<file path="config.mk">
export PLATFORM = sky130hd
export DESIGN_NAME = fetch_sequencer
export DESIGN_NICKNAME = d
export VERILOG_FILES = /design/src/rtl/fetch_sequencer.sv
export SDC_FILE = /design/constraint.sdc
export NUM_CORES = 1
export LEC_CHECK = 0
export ABC_AREA = 0
export CORE_MARGIN = 3
export CORE_UTILIZATION = 45
export CTS_CLUSTER_DIAMETER = 120
export CTS_CLUSTER_SIZE = 14
export DETAILED_ROUTE_END_ITERATION = 16
export GPL_ROUTABILITY_DRIVEN = 0
export PLACE_DENSITY = 0.7
export SYNTH_ARGS = -nofsm -noshare
export SYNTH_HDL_FRONTEND = slang
export SYNTH_SLANG_ARGS = --single-unit
</file>
<file path="constraint.sdc">
create_clock -name clock -period 2.1 [get_ports clock]
set_input_delay 0.42 -clock clock [delete_from_list [all_inputs] [get_ports clock]]
set_output_delay 0.42 -clock clock [all_outputs]
set_load 0.02 [all_outputs]
</file>
<file path="src/rtl/fetch_sequencer.sv">
`default_nettype none
// ============================================================================
// Module   : fetch_sequencer
// Purpose  : Control FSM that sequences an instruction fetch into the
//            instruction register. It puts the PC on the address bus, strobes
//            a memory read and waits for memory ready. It then pulses the IR
//            load and increments the PC. If the decoder asks for one, it
//            fetches a second (immediate) word the same way. Finally it hands
//            the datapath to the execute stage until that stage finishes.
// Ports    : clock       - system clock, rising edge
//            notReset    - synchronous active-low reset
//            memReady    - memory read data valid (held while notMemRead low)
//            needImm     - opcode in IR carries an immediate word
//            execDone    - execute stage finished (sampled in EXEC only)
//            haltReq     - halt request (sampled when EXEC completes only)
//            notPcOE     - active-low PC output enable onto address bus
//            notMemRead  - active-low memory read strobe
//            notIrLoad   - active-low instruction register load
//            notImmLoad  - active-low immediate register load
//            pcInc       - PC increment pulse
//            execActive  - execute stage owns the datapath
//            halted      - FSM parked in HALT
//            fault       - FSM parked in FAULT (memory timeout)
// Revision : 1.0 - initial release
// ============================================================================
module fetch_sequencer #(
    parameter int MEM_TIMEOUT = 15,  // max WAIT cycles before fault, 0 = never
    parameter int CNT_WIDTH   = 4    // wait counter width, must hold MEM_TIMEOUT
) (
    input  logic clock,
    input  logic notReset,
    input  logic memReady,
    input  logic needImm,
    input  logic execDone,
    input  logic haltReq,
    output logic notPcOE,
    output logic notMemRead,
    output logic notIrLoad,
    output logic notImmLoad,
    output logic pcInc,
    output logic execActive,
    output logic halted,
    output logic fault
);

    typedef enum logic [3:0] {
        ST_RST    = 4'd0,
        ST_FETCH  = 4'd1,
        ST_WAIT   = 4'd2,
        ST_LOAD   = 4'd3,
        ST_DECODE = 4'd4,
        ST_IFETCH = 4'd5,
        ST_IWAIT  = 4'd6,
        ST_ILOAD  = 4'd7,
        ST_EXEC   = 4'd8,
        ST_HALT   = 4'd9,
        ST_FAULT  = 4'd10
    } state_t;

    // Last counter value allowed in a wait state. The counter is zero on
    // entry, so reaching C_LIMIT means MEM_TIMEOUT wait cycles have elapsed.
    localparam logic [CNT_WIDTH-1:0] C_LIMIT =
        (MEM_TIMEOUT == 0) ? '0 : CNT_WIDTH'(MEM_TIMEOUT - 1);
    localparam logic C_TIMEOUT_EN = (MEM_TIMEOUT != 0);

    state_t               state_q;
    state_t               state_d;
    logic [CNT_WIDTH-1:0] cnt_q;
    logic [CNT_WIDTH-1:0] cnt_d;

    logic notPcOE_q,    notPcOE_d;
    logic notMemRead_q, notMemRead_d;
    logic notIrLoad_q,  notIrLoad_d;
    logic notImmLoad_q, notImmLoad_d;
    logic pcInc_q,      pcInc_d;
    logic execActive_q, execActive_d;
    logic halted_q,     halted_d;
    logic fault_q,      fault_d;

    logic timeout_w;

    assign timeout_w = C_TIMEOUT_EN && (cnt_q == C_LIMIT);

    // ------------------------------------------------------------------------
    // Next-state and wait-counter logic
    // ------------------------------------------------------------------------
    always_comb begin
        state_d = state_q;
        cnt_d   = cnt_q;
        case (state_q)
            ST_RST: begin
                state_d = ST_FETCH;
            end
            ST_FETCH: begin
                cnt_d   = '0;
                state_d = ST_WAIT;
            end
            ST_WAIT: begin
                // memReady has priority over an expiring timeout.
                if (memReady) begin
                    state_d = ST_LOAD;
                end else if (timeout_w) begin
                    state_d = ST_FAULT;
                end else begin
                    cnt_d = cnt_q + 1'b1;
                end
            end
            ST_LOAD: begin
                state_d = ST_DECODE;
            end
            ST_DECODE: begin
                // The IR captured the opcode on the LOAD edge, so the
                // decoder flag is meaningful here for the first time.
                state_d = needImm ? ST_IFETCH : ST_EXEC;
            end
            ST_IFETCH: begin
                cnt_d   = '0;
                state_d = ST_IWAIT;
            end
            ST_IWAIT: begin
                if (memReady) begin
                    state_d = ST_ILOAD;
                end else if (timeout_w) begin
                    state_d = ST_FAULT;
                end else begin
                    cnt_d = cnt_q + 1'b1;
                end
            end
            ST_ILOAD: begin
                state_d = ST_EXEC;
            end
            ST_EXEC: begin
                // haltReq only matters once the current instruction retires;
                // the PC already points past it so no further fetch occurs.
                if (execDone) begin
                    state_d = haltReq ? ST_HALT : ST_FETCH;
                end
            end
            ST_HALT: begin
                state_d = ST_HALT;
            end
            ST_FAULT: begin
                state_d = ST_FAULT;
            end
            default: begin
                // Unused encodings recover through RST.
                state_d = ST_RST;
                cnt_d   = '0;
            end
        endcase
    end

    // ------------------------------------------------------------------------
    // Output decode of the next state. The outputs are registered from this
    // decode, so each output is a pure function of state_q. No input reaches
    // an output combinationally.
    // ------------------------------------------------------------------------
    always_comb begin
        notPcOE_d    = 1'b1;
        notMemRead_d = 1'b1;
        notIrLoad_d  = 1'b1;
        notImmLoad_d = 1'b1;
        pcInc_d      = 1'b0;
        execActive_d = 1'b0;
        halted_d     = 1'b0;
        fault_d      = 1'b0;
        case (state_d)
            ST_FETCH, ST_WAIT, ST_IFETCH, ST_IWAIT: begin
                notPcOE_d    = 1'b0;
                notMemRead_d = 1'b0;
            end
            ST_LOAD: begin
                notPcOE_d    = 1'b0;
                notMemRead_d = 1'b0;
                notIrLoad_d  = 1'b0;
                pcInc_d      = 1'b1;
            end
            ST_ILOAD: begin
                notPcOE_d    = 1'b0;
                notMemRead_d = 1'b0;
                notImmLoad_d = 1'b0;
                pcInc_d      = 1'b1;
            end
            ST_EXEC: begin
                execActive_d = 1'b1;
            end
            ST_HALT: begin
                halted_d = 1'b1;
            end
            ST_FAULT: begin
                fault_d = 1'b1;
            end
            default: begin
                // RST, DECODE and unused encodings: everything inactive.
            end
        endcase
    end

    // ------------------------------------------------------------------------
    // State, counter and registered outputs
    // ------------------------------------------------------------------------
    always_ff @(posedge clock) begin
        if (!notReset) begin
            state_q      <= ST_RST;
            cnt_q        <= '0;
            notPcOE_q    <= 1'b1;
            notMemRead_q <= 1'b1;
            notIrLoad_q  <= 1'b1;
            notImmLoad_q <= 1'b1;
            pcInc_q      <= 1'b0;
            execActive_q <= 1'b0;
            halted_q     <= 1'b0;
            fault_q      <= 1'b0;
        end else begin
            state_q      <= state_d;
            cnt_q        <= cnt_d;
            notPcOE_q    <= notPcOE_d;
            notMemRead_q <= notMemRead_d;
            notIrLoad_q  <= notIrLoad_d;
            notImmLoad_q <= notImmLoad_d;
            pcInc_q      <= pcInc_d;
            execActive_q <= execActive_d;
            halted_q     <= halted_d;
            fault_q      <= fault_d;
        end
    end

    assign notPcOE    = notPcOE_q;
    assign notMemRead = notMemRead_q;
    assign notIrLoad  = notIrLoad_q;
    assign notImmLoad = notImmLoad_q;
    assign pcInc      = pcInc_q;
    assign execActive = execActive_q;
    assign halted     = halted_q;
    assign fault      = fault_q;

endmodule
`default_nettype wire

</file>
* After elaboration in Yosys (flattened, before gate mapping)
Cells that the tools add are included.
Storage, ports and cells: flip-flop bits (word level) 15, bits in latches 0, bits in writable memories 0, bits in read-only memories 0, input bits 6, memories kept 0
Operators by class: add/sub/neg operators 1, $mul 0, div/mod/pow operators 0, $lt $le $gt $ge 0, equal/unequal tests 22, shift operators 0, muxes and demuxes 17, bitwise logic cells 1, reduce and logical (&&, ||, !) cells 6
Operators with widths (count):
- $pmux 4 s11 | 1
- $mux 4 | 8
- $eq 4x3->1 const B | 7
- $eq 4x4->1 const B | 7
- $eq 4x2->1 const B | 4
- $eq 4x1->1 const B | 2
- $pmux 4 s2 | 1
- $mux 1 | 7
- $reduce_or 7->1 | 1
- $reduce_or 6->1 | 1
- $add 4x1->4 const B | 1
- $logic_not 4->1 | 1
- $ne 2x2->1 const B | 2
- $reduce_or 2->1 | 2
- $reduce_and 3->1 | 1
- $not 1->1 | 1

* Logic depth before layout (Yosys ltp)
Gate-level depths: netlist of the first run.
depth after elaboration 7, mapped depth 6, mapped depth without buffers 6

* Least setup slack after synthesis of the first run
Ideal clock, no wire load.
path type input to register, start point input port haltReq, end point register notMemRead_q (netlist: notMemRead), setup time 0.120 ns, data arrival time 1.447 ns, slack 0.533 ns, stages 4, buffers on the path 0, path through or3b_1 a221o_1 and3_4 or2_1
On the way: word-level cells in the longest chain between the ends 6, elaborated cells on any way between the ends 11, those cells by class eq/ne: 6; mux: 4; reduce/logical: 1
RTL lines:
- start: declaration | RTL line 35 | input logic haltReq,
- $mux 4 (*) | RTL line 136 | state_d = haltReq ? ST_HALT : ST_FETCH;
- $mux 4 (*) | RTL line 135 | if (execDone) begin
- $pmux 4 s11 (*) | RTL line 90 | case (state_q)
- $eq 4x3->1 (tied with other cells) | RTL line 167 | case (state_d)
- $reduce_or 6->1 (no source line) (*)
- $mux 1 (*) | RTL line 167
- end signal: assignment | RTL line 218 | notMemRead_q <= notMemRead_d;
- end: declaration | RTL line 72 | logic notMemRead_q, notMemRead_d;
Every way passes the cells marked *; elsewhere a longest branch is shown, timed or not. A chain may end at the register's enable or synchronous reset.

* Worst setup path after layout of the first run
start point input port execDone, end point register notMemRead_q (netlist: notMemRead)
On the way: word-level cells in the longest chain between the ends 5, elaborated cells on any way between the ends 10, those cells by class eq/ne: 6; mux: 3; reduce/logical: 1
RTL lines:
- start: declaration | RTL line 34 | input logic execDone,
- $mux 4 (*) | RTL line 135
- $pmux 4 s11 (*) | RTL line 90
- $eq 4x3->1 (tied with other cells) | RTL line 167
- $reduce_or 6->1 (no source line) (*)
- $mux 1 (*) | RTL line 167
Marks and branches as above.

==> results of run 1 <==
[how the worst min path moves through the flow]
stage | startpoint | endpoint | slack, ns | depth (start not counted)
floorplan | cnt_q[3] | cnt_q[3] | 0.45 | 2
global placement | cnt_q[3] | cnt_q[3] | 0.49 | 2
detailed placement | cnt_q[3] | cnt_q[3] | 0.49 | 2
CTS | cnt_q[3] | cnt_q[3] | 0.51 | 2
global route | cnt_q[3] | cnt_q[3] | 0.53 | 2
finish | cnt_q[1] | cnt_q[1] | 0.51 | 1
[cells in the final DEF, fill, tap and decap left out, types with 2 or more instances in the layout]
cell type,n
clkbuf_4,3
a2111oi_2,2
dfxtp_1,15
nand3_1,3
nor2b_1,2
inv_1,5
or3_1,2
o21ai_1,5
and3_1,2
o22ai_1,2
nand4_1,2
clkdlybuf4s50_1,13
o21bai_1,2
o21ai_0,3
ha_1,2
a21oi_1,3
nor2_1,6
and2_1,2
buf_4,5
a31oi_1,3
nand2_1,2
nand2b_1,2
[layer usage]
layer	share of wire [%]	GRT usage [%]	vias to the layer above
met5	0	0	-
met4	1.5	4.84	0
met3	5.0	3.38	4
met2	45	21.9	26
met1	48	23.0	320
li1	-	-	346
[critical path, cell delays in order]
cell,delay (ns)
clkdlybuf4s50_1,0.47
or3b_1,0.34
a221o_1,0.35
and3_4,0.16
or2_1,0.21
[cell type report]
cell class | count | area, um2 | area share [%]
repair buffers | 18 | 168 | 17.5
multi-input cells | 61 | 425 | 44.4
flip-flops and latches | 15 | 300 | 31.3
well taps | 16 | 20.0 | 2.09
inverters | 5 | 18.8 | 1.96
clock buffers | 4 | 26.3 | 2.74
[where the power goes]
part | switching (mW) | internal, mW | total, mW
Sequential | 0.0931 | 0.344 | 0.437
Clock | 0.0892 | 0.0736 | 0.163
Combinational | 0.268 | 0.305 | 0.573
[through the flow]
step	total power, mW	cell area [um2]
5_1_grt	1.26	958
3_5_place_dp	1.01	932
6_report	1.17	958
2_1_floorplan	0.851	779
3_3_place_gp	1.00	932
4_1_cts	1.18	958
[cells by family after synthesis]
family	Yosys count
buffers and inverters	10
adders and majority gates	2
xor gates and xnor gates	1
and+or+nand+nor	34
AOI/OAI and AO/OA	24
DFF	15
[registers in the layout (all words and copies together) (netlist names)]
name	count
cnt_q	4
pcInc	1
notImmLoad	1
execActive	1
state_q	4
fault	1
halted	1
notIrLoad	1
notMemRead	1
==> reports/qor.csv, run 1 <==
stage,metric,value,unit
critical_path,Reg2Reg Setup Slack,0.47,ns
status,outcome,finished clean,
global_routing,initial antenna violation count,0,
clocking,CTS root buffer,clkbuf_4,
floorplan,row count,14,
timing,Final Setup Violations,0,
clocking,Clock Tree Buf Depth,2,
clocking,CTS buffer count,3,
clocking,post-CTS setup buffers,0,
hold_path,Hold Path Class,flip-flop to flip-flop,
job,Max-Cap Viols,0,
critical_path,crit-path max FO,5,
power,power density cells,1220,mW/mm2
timing,Max Slew Vio Count,0,
power,peak supply drop,0.614,mV
critical_path,Setup crit end,notMemRead,
yosys,ys async rst share,0,%
floorplan,core area,0.00158,mm2
timing,min Tclk post-route,1.79,ns
detailed_routing,via/cell ratio,5.85,
critical_path,RR Startpoint,state_q[1],
clocking,CTS Sinks,15,
yosys,largest family of logic cells by synthesized area,simple AND/OR/NAND/NOR gates,
finish,final core occ,60.8,%
yosys,post-synth top area cell,dfxtp_1,
placement,Post-DP HPWL,1130,um
finish,fill count,135,
detailed_routing,DRC,0,
yosys,part of the Yosys area used for sequential elements,38.5,%
detailed_routing,DRT iter0 DRCs,30,
yosys,Post-synth EDFFs,0,
floorplan,Die ar.,0.00227,mm2
yosys,most common cell in the synthesized netlist,dfxtp_1,
floorplan,Initial Util,49.4,%
timing,Max-slew headroom,67.4,%
critical_path,path depth of the worst reg2reg path,4,
finish,final non-filler cell total,119,
yosys,post-synthesis xor/xnor area fraction,1.12,%
global_routing,first-pass GRT wire length,2480,um
timing,RSZ-0062 raised after global routing,false,
clocking,TritonCTS clock tree,done,
clocking,Post-CTS Hold Buffers,0,
critical_path,Critical Path Source Type,input pin,
timing,Final Worst Setup Slack,0.315,ns
placement,Place WS,0.0233,ns
detailed_routing,drt wl/cell,12.8,um
timing,TNS Setup,0,ns
timing,FMAX,560,MHz
clocking,htree depth,1,
critical_path,Critical Path Sink Type,flip-flop,
finish,nets@finish,112,
yosys,Yosys reg bits,15,
detailed_routing,First-pass DRT Iterations,4,
detailed_routing,via count,696,
detailed_routing,Routed Antenna Nets,0,
timing,Worst-Margin Slew,0.488,ns
timing,Worst Skew,0.00131,ns
power,Leak,0.363,nW
finish,n_diodes,0,
placement,placed cells,115,
yosys,Cells after Synth,86,
critical_path,"Data arrival, critical path",1.96,ns
yosys,proportion of synthesized area in mux cells,0,%
clocking,"Clk pin slew, worst setup/hold paths",0.09,ns
clocking,clk_lat worst skew,0.28,ns
detailed_routing,final WL,1520,um
timing,Hold WS,0.514,ns
critical_path,Worst EP required,2.28,ns
yosys,synth top area cells,"dfxtp_1 39%, a2111oi_2 3.9%, ha_1 3.2%",
finish,area delta synth->final,23.0,%
clocking,post_cts resized,0,
finish,layout cells sized above 1,15.5,%
yosys,Mean Syn Cell Area,9.06,um2
critical_path,reg2reg end,cnt_q[0],
critical_path,CP startpoint,execDone,
global_routing,Tot GR Track Use,15.5,%
timing,final period utilization,85.0,%
yosys,Syn Nets,94,
critical_path,Crit Path Class,input pin to flip-flop,
yosys,Synth Warn #,0,
yosys,ys flop type,dfxtp_1,
yosys,"Distinct cells, synth",38,
global_routing,number of global-route vias before repair,542,
global_routing,total gr overflow,0,
yosys,Post-Synth Adder-Cell Area,3.21,%
yosys,Post-synth top cells,"15 x dfxtp_1, 6 x nor2_1, 5 x inv_1, 5 x o21ai_1",
yosys,Post-Synth Simple-Gate Area,28.9,%
yosys,Yosys top cell area share,38.5,%
yosys,post-synthesis compound-gate area fraction,21.3,%
floorplan,Die Y,47.6,um
placement,IO Port Bufs,13,
timing,Final Hold Fails,0,
floorplan,Die X,47.6,um
global_routing,pin count of the biggest net entering global routing,15,
yosys,Post-Syn Area,779,um2
floorplan,I/O Pins,14,
No activity file was read; power rests on OpenSTA's default activity.
==> run 2, diff against run 1 <==
--- a/config.mk
+++ b/config.mk
@@ -13,6 +13,7 @@
 export DETAILED_ROUTE_END_ITERATION = 16
 export GPL_ROUTABILITY_DRIVEN = 0
 export PLACE_DENSITY = 0.7
+export REMOVE_ABC_BUFFERS = 1
 export SYNTH_ARGS = -nofsm -noshare
 export SYNTH_HDL_FRONTEND = slang
 export SYNTH_SLANG_ARGS = --single-unit
==> run 2 against run 1 <==
Net effect: sequential share of layout area grew 0.25 points; register-to-register slack got worse by 0.10 ns; critical path type unchanged; worst setup slack lost 0.027 ns; largest cell class unchanged; critical endpoint unchanged; global-route usage shrank 0.91 points; clock power shrank 2%; highest routed layer unchanged.
==> reports/qor.csv, run 2 (synthesis gave the netlist of run 1 again) <==
stage,metric,value,unit,change
timing,Worst-Margin Slew,0.461,ns,-0.0267 ns
detailed_routing,First-pass DRT Iterations,4,,unchanged
critical_path,family with the most delay on the worst path,simple AND/OR/NAND/NOR gates,,
timing,Worst Skew,0.00294,ns,+0.00162 ns
critical_path,crit-path max FO,5,,unchanged
clocking,post-CTS setup buffers,0,,unchanged
power,Total Power,1.16,mW,-1.2%
detailed_routing,Routed Antenna Nets,0,,unchanged
timing,RSZ-0062 raised after global routing,false,,
global_routing,total gr overflow,0,,unchanged
floorplan,core area,0.00158,mm2,unchanged
detailed_routing,drt wl/cell,12.1,um,-5.3%
timing,Final Hold Fails,0,,unchanged
timing,Max Slew Vio Count,0,,unchanged
timing,final period utilization,86.3,%,+1.3 points
power,Internal,0.720,mW,-0.45%
critical_path,"Data arrival, critical path",1.98,ns,+0.02 ns
global_routing,initial antenna violation count,0,,unchanged
finish,"Design Area, Final",951,um2,-0.78%
global_routing,pin count of the biggest net entering global routing,15,,unchanged
hold_path,Hold Path Origin,cnt_q[3],,
clocking,TritonCTS clock tree,done,,
placement,Area after DPL,925,um2,-0.81%
clocking,CTS Sinks,15,,unchanged
hold_path,Hold Crit Depth,2,,+1
power,Clock power frac,13.7,%,-0.2 points
floorplan,Die ar.,0.00227,mm2,unchanged
power,Combinational Power Share,48.5,%,-0.3 points
critical_path,Crit Path Class,input pin to flip-flop,,
hold_path,Hold Path Class,flip-flop to flip-flop,,
finish,"commonest non-fill, non-tap cell in the layout",dfxtp_1,,
detailed_routing,final WL,1430,um,-6.1%
critical_path,Critical path buffers and inverters,1,,unchanged
critical_path,reg2reg end,notMemRead,,
clocking,CTS buffer count,3,,unchanged
job,Max-Cap Viols,0,,unchanged
finish,Regs by FF count,"cnt_q: 4 flops, state_q: 4 flops",,
timing,FMAX,552,MHz,-1.5%
clocking,Post-CTS Hold Buffers,0,,unchanged
global_routing,number of global-route vias before repair,547,,+0.92%
detailed_routing,via/cell ratio,5.62,,-3.9%
critical_path,RR Startpoint,state_q[0],,
clocking,CTS root buffer,clkbuf_4,,
floorplan,Initial Util,49.4,%,unchanged
clocking,post_cts resized,0,,unchanged
finish,n_diodes,0,,unchanged
clocking,"Clk pin slew, worst setup/hold paths",0.09,ns,about the same
critical_path,Worst EP required,2.27,ns,about the same
power,peak supply drop,0.868,mV,+41%
critical_path,Reg2Reg Setup Slack,0.37,ns,-0.10 ns
finish,"commonest cells after routing, fill and taps aside","15 x dfxtp_1, 13 x clkdlybuf4s50_1, 6 x nor2_1",,
hold_path,Hold EP,cnt_q[3],,
clocking,Clock Tree Buf Depth,2,,unchanged
critical_path,slowest CP cell,clkdlybuf4s50_1,,
status,outcome,finished clean,,
finish,area delta synth->final,22.0,%,
critical_path,path depth of the worst reg2reg path,4,,unchanged
floorplan,Die X,47.6,um,unchanged
critical_path,CP startpoint,execDone,,
global_routing,first-pass GRT wire length,2320,um,-6.7%
power,power density cells,1220,mW/mm2,-0.41%
power,sequential share of power,37.8,%,+0.5 points
floorplan,Die Y,47.6,um,unchanged
timing,Final Setup Violations,0,,unchanged
critical_path,crit path cell chain,clkdlybuf4s50_1 > or3b_1 > a221o_1 > and3_4 > or2_1,,
finish,layout cells sized above 1,14.7,%,-0.83 points
power,Leak,0.358,nW,-1.3%
detailed_routing,DRT iter0 DRCs,8,,-73%
detailed_routing,via count,663,,-4.7%
timing,min Tclk post-route,1.81,ns,+0.0272 ns
critical_path,Critical Path Sink Type,flip-flop,,
power,Sw Share,37.9,%,-0.46 points
critical_path,CP peak stage delay,0.47,ns,about the same
clocking,htree depth,1,,unchanged
floorplan,row count,14,,unchanged
critical_path,Critical Path Source Type,input pin,,
placement,IO Port Bufs,13,,unchanged
detailed_routing,DRC,0,,unchanged
clocking,clk_lat worst skew,0.27,ns,about the same
floorplan,I/O Pins,14,,unchanged
finish,nets@finish,111,,-0.89%
power,Psw,0.440,mW,-2.4%
finish,fill count,145,,+7.4%
placement,Post-DP HPWL,1100,um,-3.3%
global_routing,Tot GR Track Use,14.5,%,-0.91 points
timing,Max-slew headroom,69.2,%,+1.8 points
==> run 2: changes by cell type in the layout (fill, tap and decap cells not counted), sizes merged <==
cell  delta
buf      -1
==> run 2: worst max-delay path by stage <==
stage	cells after the start	slack [ns]	endpoint
CTS	5	0.29	notMemRead
global route	5	0.26	notMemRead
finish	5	0.29	notMemRead
global placement	5	0.04	notMemRead
detailed placement	5	-0.01	notMemRead
floorplan	4	0.51	notMemRead
==> run 2: final cells by class <==
| type | count | area (um2) | share of cell area, % |
|---|---|---|---|
| clock buffer | 4 | 26.3 | 2.76 |
| multi-input combinational | 61 | 425 | 44.7 |
| inverter | 5 | 18.8 | 1.97 |
| tap | 16 | 20.0 | 2.11 |
| timing repair buffer | 17 | 160 | 16.8 |
| sequential | 15 | 300 | 31.6 |
==> run 2: metal layers <==
layer,global-route usage (%),vias to the layer above,part of all wire (%)
li1,-,343,-
met1,19.2,306,51
met2,22.5,12,44
met3,2.26,2,3.1
met4,8.06,0,1.3
met5,0,-,0
==> run 2: power groups by stage <==
| stage | registers, mW | logic (mW) | clock network [mW] |
|---|---|---|---|
| 4_1_cts | 0.438 | 0.563 | 0.165 |
| 6_report | 0.439 | 0.562 | 0.159 |
| 3_3_place_gp | 0.444 | 0.553 | 0 |
| 2_1_floorplan | 0.479 | 0.323 | 0 |
| 5_1_grt | 0.453 | 0.619 | 0.184 |
| 3_5_place_dp | 0.445 | 0.561 | 0 |
==> run 2: worst min-delay path, stage by stage, from the launching register on <==
cell	delay, ns
dfxtp_1	0.35
inv_1	0.06
o21ai_1	0.06
==> run 2: metrics by stage <==
stage	TNS, ns	setup slack (ns)	hold WS (ns)	utilization, %	instances
2_1_floorplan	0	0.512	0.454	-	81
3_3_place_gp	0	0.0409	0.483	58.7	114
3_5_place_dp	-0.0101	-0.0101	0.485	58.7	114
4_1_cts	0	0.287	0.497	60.3	118
5_1_grt	0	0.265	0.541	60.3	118
6_report	0	0.288	0.502	60.3	118
